<file path="src/rtl/t05_writeback_scoreboard.sv">
// Write-port front end of the 32x32 register file: merges ALU and load completions
// through a 1-entry ALU skid buffer and tracks per-register busy bits to stall hazardous issues.
module t05_writeback_scoreboard #(
  parameter int DATA_W    = 32,
  parameter int MAX_LOADS = 2
) (
  input  logic              clk,
  input  logic              rst,
  input  logic              issue_valid,
  input  logic [4:0]        issue_rd,
  input  logic [4:0]        issue_rs1,
  input  logic [4:0]        issue_rs2,
  input  logic              issue_uses_rs1,
  input  logic              issue_uses_rs2,
  input  logic              issue_is_load,
  output logic              issue_stall,
  input  logic              alu_valid,
  input  logic [4:0]        alu_rd,
  input  logic [DATA_W-1:0] alu_data,
  output logic              alu_ready,
  input  logic              mem_valid,
  input  logic [4:0]        mem_rd,
  input  logic [DATA_W-1:0] mem_data,
  output logic              wb_write,
  output logic [4:0]        wb_rd,
  output logic [DATA_W-1:0] wb_data,
  output logic [31:0]       busy_o,
  output logic              err
);

  localparam int CNT_W = 3;

  // Handshake: an ALU result transfers on a cycle with alu_valid && alu_ready; the
  // producer holds alu_rd/alu_data stable while alu_valid && !alu_ready. Load data has
  // no back-pressure and is consumed on every cycle mem_valid is high.

  logic [31:0]       busy, busy_next;
  logic [CNT_W-1:0]  load_cnt, load_cnt_next;
  logic              skid_full;
  logic [4:0]        skid_rd;
  logic [DATA_W-1:0] skid_data;

  logic              accept, load_inc, load_dec;
  logic              alu_take, alu_live, mem_live;
  logic              sel_valid, skid_load, skid_drain, err_set;
  logic [4:0]        sel_rd;
  logic [DATA_W-1:0] sel_data;

  assign busy_o    = busy;
  assign alu_ready = !skid_full;

  always_comb begin
    issue_stall = issue_valid && (
                    (issue_uses_rs1 && busy[issue_rs1]) ||
                    (issue_uses_rs2 && busy[issue_rs2]) ||
                    ((issue_rd != 5'd0) && busy[issue_rd]) ||
                    (issue_is_load && (load_cnt == CNT_W'(MAX_LOADS))));
    accept   = issue_valid && !issue_stall;
    load_inc = accept && issue_is_load;
    load_dec = mem_valid && (load_cnt != '0);
  end

  // Completions to x0 are consumed but never compete for the port or the skid.
  always_comb begin
    alu_take   = alu_valid && !skid_full;
    alu_live   = alu_take && (alu_rd != 5'd0);
    mem_live   = mem_valid && (mem_rd != 5'd0);
    sel_valid  = 1'b0;
    sel_rd     = alu_rd;
    sel_data   = alu_data;
    skid_load  = 1'b0;
    skid_drain = 1'b0;
    if (mem_live) begin
      sel_valid = 1'b1;
      sel_rd    = mem_rd;
      sel_data  = mem_data;
      skid_load = alu_live;
    end else if (skid_full) begin
      sel_valid  = 1'b1;
      sel_rd     = skid_rd;
      sel_data   = skid_data;
      skid_drain = 1'b1;
    end else if (alu_live) begin
      sel_valid = 1'b1;
    end
  end

  always_comb begin
    err_set = (mem_valid && (load_cnt == '0)) ||
              (mem_live && !busy[mem_rd]) ||
              (alu_live && !busy[alu_rd]);
    busy_next = busy;
    if (wb_write) busy_next[wb_rd] = 1'b0;
    if (accept && (issue_rd != 5'd0)) busy_next[issue_rd] = 1'b1;
    busy_next[0] = 1'b0;
    load_cnt_next = load_cnt;
    if (load_inc && !load_dec) load_cnt_next = load_cnt + CNT_W'(1);
    else if (!load_inc && load_dec) load_cnt_next = load_cnt - CNT_W'(1);
  end

  always_ff @(posedge clk) begin
    if (rst) begin
      busy      <= '0;
      load_cnt  <= '0;
      skid_full <= 1'b0;
      skid_rd   <= '0;
      skid_data <= '0;
      wb_write  <= 1'b0;
      wb_rd     <= '0;
      wb_data   <= '0;
      err       <= 1'b0;
    end else begin
      busy     <= busy_next;
      load_cnt <= load_cnt_next;
      if (skid_load) begin
        skid_full <= 1'b1;
        skid_rd   <= alu_rd;
        skid_data <= alu_data;
      end else if (skid_drain) begin
        skid_full <= 1'b0;
      end
      wb_write <= sel_valid;
      if (sel_valid) begin
        wb_rd   <= sel_rd;
        wb_data <= sel_data;
      end
      if (err_set) err <= 1'b1;
    end
  end

endmodule
</file>
<file path="config.mk">
export PLATFORM = sky130hd
export DESIGN_NAME = t05_writeback_scoreboard
export DESIGN_NICKNAME = d
export VERILOG_FILES = /design/src/rtl/t05_writeback_scoreboard.sv
export SDC_FILE = /design/constraint.sdc
export NUM_CORES = 1
export LEC_CHECK = 0
export BUFFER_PORTS_ARGS = -buffer_cell sky130_fd_sc_hd__buf_2
export CELL_PAD_IN_SITES_DETAIL_PLACEMENT = 0
export CELL_PAD_IN_SITES_GLOBAL_PLACEMENT = 1
export CORE_ASPECT_RATIO = 0.6
export CORE_MARGIN = 2
export CORE_UTILIZATION = 43
export DETAILED_ROUTE_END_ITERATION = 10
export HOLD_SLACK_MARGIN = 0.05
export PLACE_DENSITY = 0.95
export SYNTH_ARGS = -nofsm -noshare
export SYNTH_HDL_FRONTEND = slang
export SYNTH_SLANG_ARGS = --single-unit
</file>
<file path="constraint.sdc">
create_clock -name clk -period 11.85 [get_ports clk]
set_input_delay 2.9625 -clock clk [delete_from_list [all_inputs] [get_ports clk]]
set_output_delay 2.9625 -clock clk [all_outputs]
set_load 0.05 [all_outputs]
</file>
==> flow_summary.toml <==
[power]
peakVddDrop_v = 0.0000663
power.density_nw_per_um2 = 123
power_leakage_nw = 3.18

[clock_tree]
clkTransAtPathRegs_ns = 0.08
htreeDepth = 3
clk_latency_ns = 0.35
cts_tree = "yes"
cts_buffer_depth = 2
clock-root-buffer = "clkbuf_16"
cts_sinks = 111
hold_buffers = 0
cts_post_setup_buffers_inserted = 0
ctsResizeCount = 0
cts_buffers = 9

[cells_and_area]
nNetsFinal = 986
final_cells = 1095
drive_gt1_share_pct = 29.6
n_fill_cell = 1508
antenna_cells = 0
area_growth_pct = 16.9

[synthesis]
async_flop_share_pct = 0
synth_warnings = 0
ys.flop_type = "dfxtp_1"
synth-seq-area-share_pct = 33.0
syn_area_um2 = 6720
synth-seq-cells = 111
synth_compound_area_share_pct = 19.5
synth_area_per_cell_um2 = 8.71
synthMostInstantiatedCell = "nand2_1"
synth_nets = 871
synth_top_family_by_area = "simple AND/OR/NAND/NOR gates"
synth_simple_gate_area_share_pct = 20.9
synth.lib_cells_used.distinct = 53
synth_common_cells = "nand2_1, dfxtp_1, a21oi_1"
synth_xor_area_share_pct = 0.261
yosys.area.top_type_share_pct = 33.0
muxShareOfSynthArea_pct = 20.5
synth_area_leaders = "dfxtp_1, nand2_1, mux4_2"
synthAdderAreaFrac_pct = 0.484
syn_inst = 772
synth_edf_count = 0
yosysTopAreaCell = "dfxtp_1"

[detailed_routing]
num_vias = 6529
viasPerCell = 5.96
drtPass1Iterations = 5
postRouteAntennaNets = 0
drt_wl_total_mm = 21.9
detail_route.wl_per_cell_um = 20.0
drt_iter0_drc = 807
drc = 0

[die]
dieArea_um2 = 16700
core_area_um2 = 15300
die_x_um = 165
io_pins = 170
die_h_um = 101
num_rows = 35
initial_utilization_pct = 43.9

[global_route]
grt_first_pass_wirelength_mm = 33.6
grt_pass1_vias = 5994
grt_usage_pct = 26.1
grt-ovfl-total = 0
grt_max_degree = 62
antenna_found_initial = 1

[setup_path]
path_cells = "buf_2 -> mux4_1 -> mux2_2 -> o21a_1 -> o211ai_2 -> nand3_4 -> o21a_1 -> buf_2"
cp-end-kind = "primary output"
start_kind = "input port"
ff2ff_setup_slack_ns = 8.03
r2r-start = "busy_o[19]"
path_delay_family = "multiplexers"
path_class = "input port to primary output"
r2r_end = "load_cnt[2]"
r2r_cells = 12
path_max_fanout = 33
cp_num_buf_inv = 2
cp_slowest_cell = "mux4_1"
max_stage_delay_ns = 0.58
arrival_ns = 5.47
critPathRequiredTime_ns = 8.89

[sta]
period_minus_slack_ns = 8.43
slew_headroom_pct = 14.0
setup_ws_ns = 3.42
tightest_slew_ns = 1.29
rsz0062_at_grt = "no"
setup_viol = 0
hold_viol_final = 0
finClkSkew_ns = 0.00913
finalSetupTns_ns = 0
max_freq_ghz = 0.119
drv_slew = 0
fin_crit_sh_pct = 71.1

[worst_hold_path]
hold_path.startpoint = "skid_data[0]"
holdPathStages = 2
min_path_type = "register to register"
min_to = "skid_data[0]"

[place]
place_ws_ns = 3.44
portBuffers = 168
dp_cells = 1079
routabilityCongestion = 0.954
post-dp-hpwl_mm = 15.3

[run_status]
outcome = "finished, final reports clean"

[flow_run]
drv_cap = 0
[metal layers]
layer  share of wire (%)  GRT usage, %
met1                  44          38.1
met2                  39          35.1
met3                  15          11.7
met4                 1.6          5.70
met5                   0             0
[state kept, by name, summed over array words and instances (netlist names)]
register / cells
busy_o: 31
err: 1
load_cnt: 3
skid_data: 32
skid_full: 1
skid_rd: 5
wb_data: 32
wb_rd: 5
wb_write: 1
[tightest hold or removal path: cells and delay by family (launching register included)]
kind / cells / cell delay (ns)
flip-flops: 1 / 0.31
AO/OA/AOI/OAI: 1 / 0.05
AND/OR/NAND/NOR: 1 / 0.05
[cells by family (layout without fill, tap and decap cells)]
logic type,count (synthesis),count (layout)
adder cells (fa/ha/maj),2,2
other,1,1
XOR/XNOR,2,2
multiplexers,88,88
flip-flops,111,111
AND/OR/NAND/NOR,307,307
AO/OA/AOI/OAI,185,185
buffers and inverters,76,196
[per-stage QoR]
step                      area [um2]  power [mW]  hold slack [ns]  utilization [%]
final                           7860       0.964            0.455             51.3
after global routing            7860        1.01            0.473             51.3
after CTS                       7860       0.967            0.457             51.3
after detailed placement        7550       0.647            0.446             49.3
after global placement          7550       0.644            0.442             49.3
after floorplan                 6720       0.585            0.436                -
[worst max-delay path by stage]
| stage | end | start | depth (start not counted) | slack (ns) |
|---|---|---|---|---|
| floorplan | issue_stall | issue_rs2[0] | 7 | 4.00 |
| global route | issue_stall | issue_rs1[1] | 8 | 3.31 |
| global placement | issue_stall | issue_rs1[1] | 8 | 3.49 |
| detailed placement | issue_stall | issue_rs1[1] | 8 | 3.44 |
| CTS | issue_stall | issue_rs1[1] | 8 | 3.44 |
| finish | issue_stall | issue_rs1[1] | 8 | 3.42 |
[final cells by class]
class                      instances  area, um2  share of cell area [%]
multi-input combinational        585       4160                    53.0
sequential                       111       2220                    28.3
timing repair buffer             175        896                    11.4
tap                              203        254                    3.23
clock buffer                      10        229                    2.91
clock inverter                     6       76.3                   0.971
inverter                           5       18.8                   0.239
[where the power goes]
part	leakage (nW)	switching, mW	total, mW	internal, mW
clock network	0.150	0.152	0.321	0.169
logic	2.12	0.154	0.226	0.0722
registers	0.909	0.0214	0.416	0.395
[layout by cell type, fill, tap and decap left out, drive strengths merged, types with 4 or more instances in the layout]
cell type,Yosys,final
inv,5,9
and2b,5,5
nand3b,19,19
nor4,4,4
clkbuf,43,10
nor3b,6,6
mux2i,47,47
nand2,211,211
dfxtp,111,111
nor2,14,14
o211ai,41,41
nor3,11,11
nand3,7,7
buf,26,175
mux4,37,37
mux2,4,4
nor2b,13,13
nand2b,5,5
o21ai,19,19
o31ai,31,31
a21oi,83,83
Power figures use the tool's default switching activity.
